$ cat src/rtl/arm_mem_pkg.sv
// Shared constants and FSM state type for the MEM-stage SRAM controller.
package arm_mem_pkg;

    localparam int unsigned SRAM_AW         = 18;
    localparam int unsigned SRAM_DW         = 16;
    localparam int unsigned DEF_BASE_ADDR   = 1024;
    localparam int unsigned DEF_WAIT_CYCLES = 4;

    typedef enum logic [2:0] {
        ST_IDLE,
        ST_LO,
        ST_HI,
        ST_WAIT,
        ST_DONE
    } mem_state_t;

endpackage

$ cat src/rtl/sram_mem_controller.sv
// 32-bit load/store responder executing each access as two 16-bit async SRAM cycles.
// Optional macro SRAM_FAST_WRITE_EN: stores skip the settle wait (HI -> DONE).
module sram_mem_controller
    import arm_mem_pkg::*;
#(
    parameter int unsigned BASE_ADDR   = DEF_BASE_ADDR,
    parameter int unsigned WAIT_CYCLES = DEF_WAIT_CYCLES
) (
    input  logic               clk,
    input  logic               rst,
    input  logic               wr_en,
    input  logic               rd_en,
    input  logic [31:0]        address,
    input  logic [31:0]        write_data,
    output logic [31:0]        read_data,
    output logic               ready,
    output logic [SRAM_AW-1:0] sram_addr,
    output logic [SRAM_DW-1:0] sram_dq_out,
    output logic               sram_dq_oe,
    input  logic [SRAM_DW-1:0] sram_dq_in,
    output logic               sram_we_n,
    output logic               sram_ub_n,
    output logic               sram_lb_n,
    output logic               sram_ce_n,
    output logic               sram_oe_n
);

    mem_state_t state, next_state;

    logic               op_wr;
    logic [16:0]        waddr_q;
    logic [31:0]        wdata_q;
    logic [3:0]         cnt;
    logic [31:0]        addr_diff;
    logic [16:0]        waddr_in;
    logic               unused_addr_bits;

    logic [SRAM_AW-1:0] addr_d;
    logic [SRAM_DW-1:0] dq_out_d;
    logic               dq_oe_d;
    logic               we_n_d;

    assign sram_ub_n = 1'b0;
    assign sram_lb_n = 1'b0;
    assign sram_ce_n = 1'b0;
    assign sram_oe_n = 1'b0;

    // Out-of-range addresses wrap: only bits [18:2] of the offset are kept.
    assign addr_diff        = address - 32'(BASE_ADDR);
    assign waddr_in         = addr_diff[18:2];
    assign unused_addr_bits = ^{addr_diff[31:19], addr_diff[1:0]};

    always_ff @(posedge clk or posedge rst) begin
        if (rst) state <= ST_IDLE;
        else     state <= next_state;
    end

    always_comb begin
        next_state = state;
        case (state)
            ST_IDLE: if (wr_en || rd_en) next_state = ST_LO;
            ST_LO:   next_state = ST_HI;
`ifdef SRAM_FAST_WRITE_EN
            ST_HI:   next_state = op_wr ? ST_DONE : ST_WAIT;
`else
            ST_HI:   next_state = ST_WAIT;
`endif
            ST_WAIT: if (cnt == '0) next_state = ST_DONE;
            ST_DONE: next_state = ST_IDLE;
            default: next_state = ST_IDLE;
        endcase
    end

    // Pin values are computed for the upcoming state and registered, so LO can
    // only be entered from IDLE and takes its address/data straight from the request.
    always_comb begin
        ready    = ((state == ST_IDLE) && !(rd_en || wr_en)) || (state == ST_DONE);
        addr_d   = sram_addr;
        dq_out_d = sram_dq_out;
        dq_oe_d  = 1'b0;
        we_n_d   = 1'b1;
        case (next_state)
            ST_LO: begin
                addr_d = {waddr_in, 1'b0};
                if (wr_en) begin
                    dq_out_d = write_data[15:0];
                    dq_oe_d  = 1'b1;
                    we_n_d   = 1'b0;
                end
            end
            ST_HI: begin
                addr_d = {waddr_q, 1'b1};
                if (op_wr) begin
                    dq_out_d = wdata_q[31:16];
                    dq_oe_d  = 1'b1;
                    we_n_d   = 1'b0;
                end
            end
            default: ;
        endcase
    end

    always_ff @(posedge clk or posedge rst) begin
        if (rst) begin
            sram_addr   <= '0;
            sram_dq_out <= '0;
            sram_dq_oe  <= 1'b0;
            sram_we_n   <= 1'b1;
        end else begin
            sram_addr   <= addr_d;
            sram_dq_out <= dq_out_d;
            sram_dq_oe  <= dq_oe_d;
            sram_we_n   <= we_n_d;
        end
    end

    always_ff @(posedge clk or posedge rst) begin
        if (rst) begin
            op_wr     <= 1'b0;
            waddr_q   <= '0;
            wdata_q   <= '0;
            cnt       <= '0;
            read_data <= '0;
        end else begin
            if (state == ST_IDLE && (wr_en || rd_en)) begin
                op_wr   <= wr_en;
                waddr_q <= waddr_in;
                wdata_q <= write_data;
            end
            if (state == ST_HI)
                cnt <= 4'(WAIT_CYCLES - 1);
            else if (state == ST_WAIT)
                cnt <= cnt - 4'd1;
            if (state == ST_LO && !op_wr)
                read_data[15:0] <= sram_dq_in;
            if (state == ST_HI && !op_wr)
                read_data[31:16] <= sram_dq_in;
        end
    end

endmodule

$ cat config.mk
export PLATFORM = sky130hd
export DESIGN_NAME = sram_mem_controller
export DESIGN_NICKNAME = d
export VERILOG_FILES = /design/src/rtl/arm_mem_pkg.sv /design/src/rtl/sram_mem_controller.sv
export SDC_FILE = /design/constraint.sdc
export NUM_CORES = 1
export LEC_CHECK = 0
export BUFFER_PORTS_ARGS = -buffer_cell sky130_fd_sc_hd__buf_2
export CORE_ASPECT_RATIO = 2
export CORE_MARGIN = 5
export CORE_UTILIZATION = 50
export DETAILED_ROUTE_END_ITERATION = 12
export PLACE_DENSITY = 0.8
export SETUP_SLACK_MARGIN = 0.05
export SLEW_MARGIN = 20
export SYNTH_ARGS = -nofsm -noshare
export SYNTH_HDL_FRONTEND = slang
export SYNTH_SLANG_ARGS = --single-unit
$ cat constraint.sdc
create_clock -name clk -period 4.2 [get_ports clk]
set_input_delay 0.84 -clock clk [delete_from_list [all_inputs] [get_ports clk]]
set_output_delay 0.84 -clock clk [all_outputs]
set_load 0.02 [all_outputs]
==> results.txt <==
status = finished, final reports clean
Sink Count = 109
Layout area overhead = 22.8%
initial DRC count = 202
fraction of registers with async set/reset = 100%
final setup violation count = 0
Synth Area per Inst = 11.4 µm²
Synth top area share = 60.3%
CP max stage cell = o21ba_2
Slew @ Worst Pin = 1.01 ns
cell area after synthesis = 4480 µm²
Setup TNS = 0 ns
via total after detailed routing = 3375
sequential share of the synthesized area = 60.9%
Mapped Cells = 394
Root Driver = clkbuf_16
power per cell area = 770 nW/µm²
CTS tree = built
initial core utilization = 50.4%
Routed Antenna Nets = 0
Clock transition at path regs = 0.07 ns
core area = 8890 µm²
Worst Hold Class = reg -> reg
Worst EP arrival = 1.51 ns
Final Util = 61.9%
Synth area leader = dfrtp_1
ANT cells = 0
startpoint types = primary input
Max-cap violations = 0
most frequent cells after synthesis = 108 x dfrtp_1, 101 x nand2_1, 22 x mux2_1, 16 x mux2i_1
cts repair resizes = 0
Max Slew Vio Count = 0
Slew HR = 32.3%
clock skew = 0.00685 ns
total congestion overflow = 0
register bit total from synthesis = 109
worst skew pair latency = 0.34 ns
Post-synth EDFFs = 0
H-tree Lvls = 3
DP Area = 5220 µm²
Synth Flop Type = dfrtp_1
max incr delay on CP = 0.22 ns
Avg WL per Cell = 16.2 µm
fin area = 5500 µm²
area of the die = 11100 µm²
Final #Nets = 612
Port Buffers = 137
CP bufs+invs = 2
Final min period = 2.35 ns
maximum vdd drop = 0.368 mV
Final Hold Vio Count = 0
DIE HEIGHT = 144 µm
drt drc = 0
RSZ-0062 raised after global routing = no
layout cells sized above 1 = 33.1%
Setup CP Type = in -> out
element type at the critical path end = primary output
drt total wl = 10.2 mm
Fillers = 749
via/cell ratio = 5.33
Worst EP required = 3.36 ns
cell repeated most along the worst path = buf_2
routability congestion estimate = 0.770
Top Family by Delay on Critical Path = buffers and inverters
Clock Tree Buf Depth = 2
first-pass GRT wire length = 16.8 mm
IO Pins = 157
CTS Hold Bufs = 0
largest net degree at the start of global routing = 96
Ys Warns = 0
Max Fclk = 426 MHz
chip width = 76.9 µm
Tot GR Track Use = 19.1%
P_leak = 2.92 nW
vias in the first global route = 3459
period utilization = 55.9%
Synth area leaders = dfrtp_1 60%, nand2_1 8.5%, mux2_1 5.5%, mux2i_1 3.6%, mux2_2 2.8%
CP Cell Sequence = buf_2, o21ba_2, nor3_1, buf_2
Yosys cell types = 46
postcts setup bufs = 0
dpl hpwl = 7.56 mm
CTS Buf Count = 9
antenna violations before repair = 0
row cnt = 49
most common cell in the netlist = dfrtp_1
first drt pass iteration count = 5
CP Max Fanout = 4
-- cells by family (layout without fill, tap and decap cells) --
group / count (synthesis) / count (layout) / share of synthesized area, %
flip-flops: 109 / 109 / 60.9
AO/OA/AOI/OAI: 58 / 58 / 8.99
adder cells (fa/ha/maj): 2 / 2 / 0.558
other: 1 / 4 / 0.0837
buffers and inverters: 37 / 171 / 3.80
XOR/XNOR: 6 / 6 / 1.17
AND/OR/NAND/NOR: 132 / 132 / 12.6
multiplexers: 49 / 49 / 11.9
-- layer usage --
layer	share of wire, %	track usage (%)	up-vias
li1	-	-	1603
met1	38	22.9	1631
met2	53	32.3	123
met3	6.2	5.21	18
met4	2.4	7.65	0
met5	0	0	-
-- metrics by stage --
step | hold WS (ns) | total power (W) | instances | setup WS (ns)
detailed placement | 0.462 | 0.00348 | 617 | 1.76
finish | 0.478 | 0.00424 | 633 | 1.85
CTS | 0.479 | 0.00428 | 633 | 1.83
global route | 0.503 | 0.00453 | 633 | 1.74
global placement | 0.456 | 0.00339 | 617 | 1.81
floorplan | 0.445 | 0.00291 | 397 | 0.488
-- final cells by class --
class                      instances  area [µm²]  area share (%)
timing repair buffer             140         708            12.9
inverter                          15        61.3            1.11
clock inverter                     7        58.8            1.07
sequential                       109        2730            49.6
multi-input combinational        251        1590            29.0
tap                              102         128            2.32
clock buffer                       9         225            4.09
-- report_power, final --
part,switching (W),leakage [nW],internal (W)
clock,0.000389,0.132,0.000412
sequential,0.000281,1.32,0.00155
combinational,0.000980,1.47,0.000629
-- flip-flops by register name, indices dropped and copies added, names as in the netlist --
| name | count |
|---|---|
| sram_we_n | 1 |
| read_data | 32 |
| op_wr | 1 |
| sram_addr | 18 |
| cnt | 4 |
| state | 3 |
| sram_dq_oe | 1 |
| waddr_q | 17 |
| wdata_q | 16 |
| sram_dq_out | 16 |
-- cell usage in the layout (no fill, tap or decap), types with 8 or more instances in the layout --
cell type and instances:
mux2_2 11, nor2_1 10, o21ai_0 13, mux2_1 22
clkbuf_16 9, o21ai_1 15, mux2i_1 16, nand2_1 101
a222oi_1 8, dfrtp_1 108, buf_2 137, inv_1 14
-- final timing paths --
path                             startpoint               to  slack (ns)  cells past startpoint
min in group asynchronous               rst    read_data[20]        0.67                      2
worst max register to register     state[0]  sram_dq_out[11]        1.96                      3
worst max-delay path                  wr_en            ready        1.85                      4
max in group asynchronous               rst      wdata_q[31]        2.79                      3
worst min-delay path            wdata_q[30]      wdata_q[30]        0.48                      2
worst min register to register  wdata_q[30]      wdata_q[30]        0.48                      2
-- worst register-to-register path, cell delays in order, from the launching register on --
cell and delay [ns]:
dfrtp_1 0.68, mux2_2 0.40, nand2_1 0.74, o21ai_0 0.25
Power figures use the tool's default switching activity.
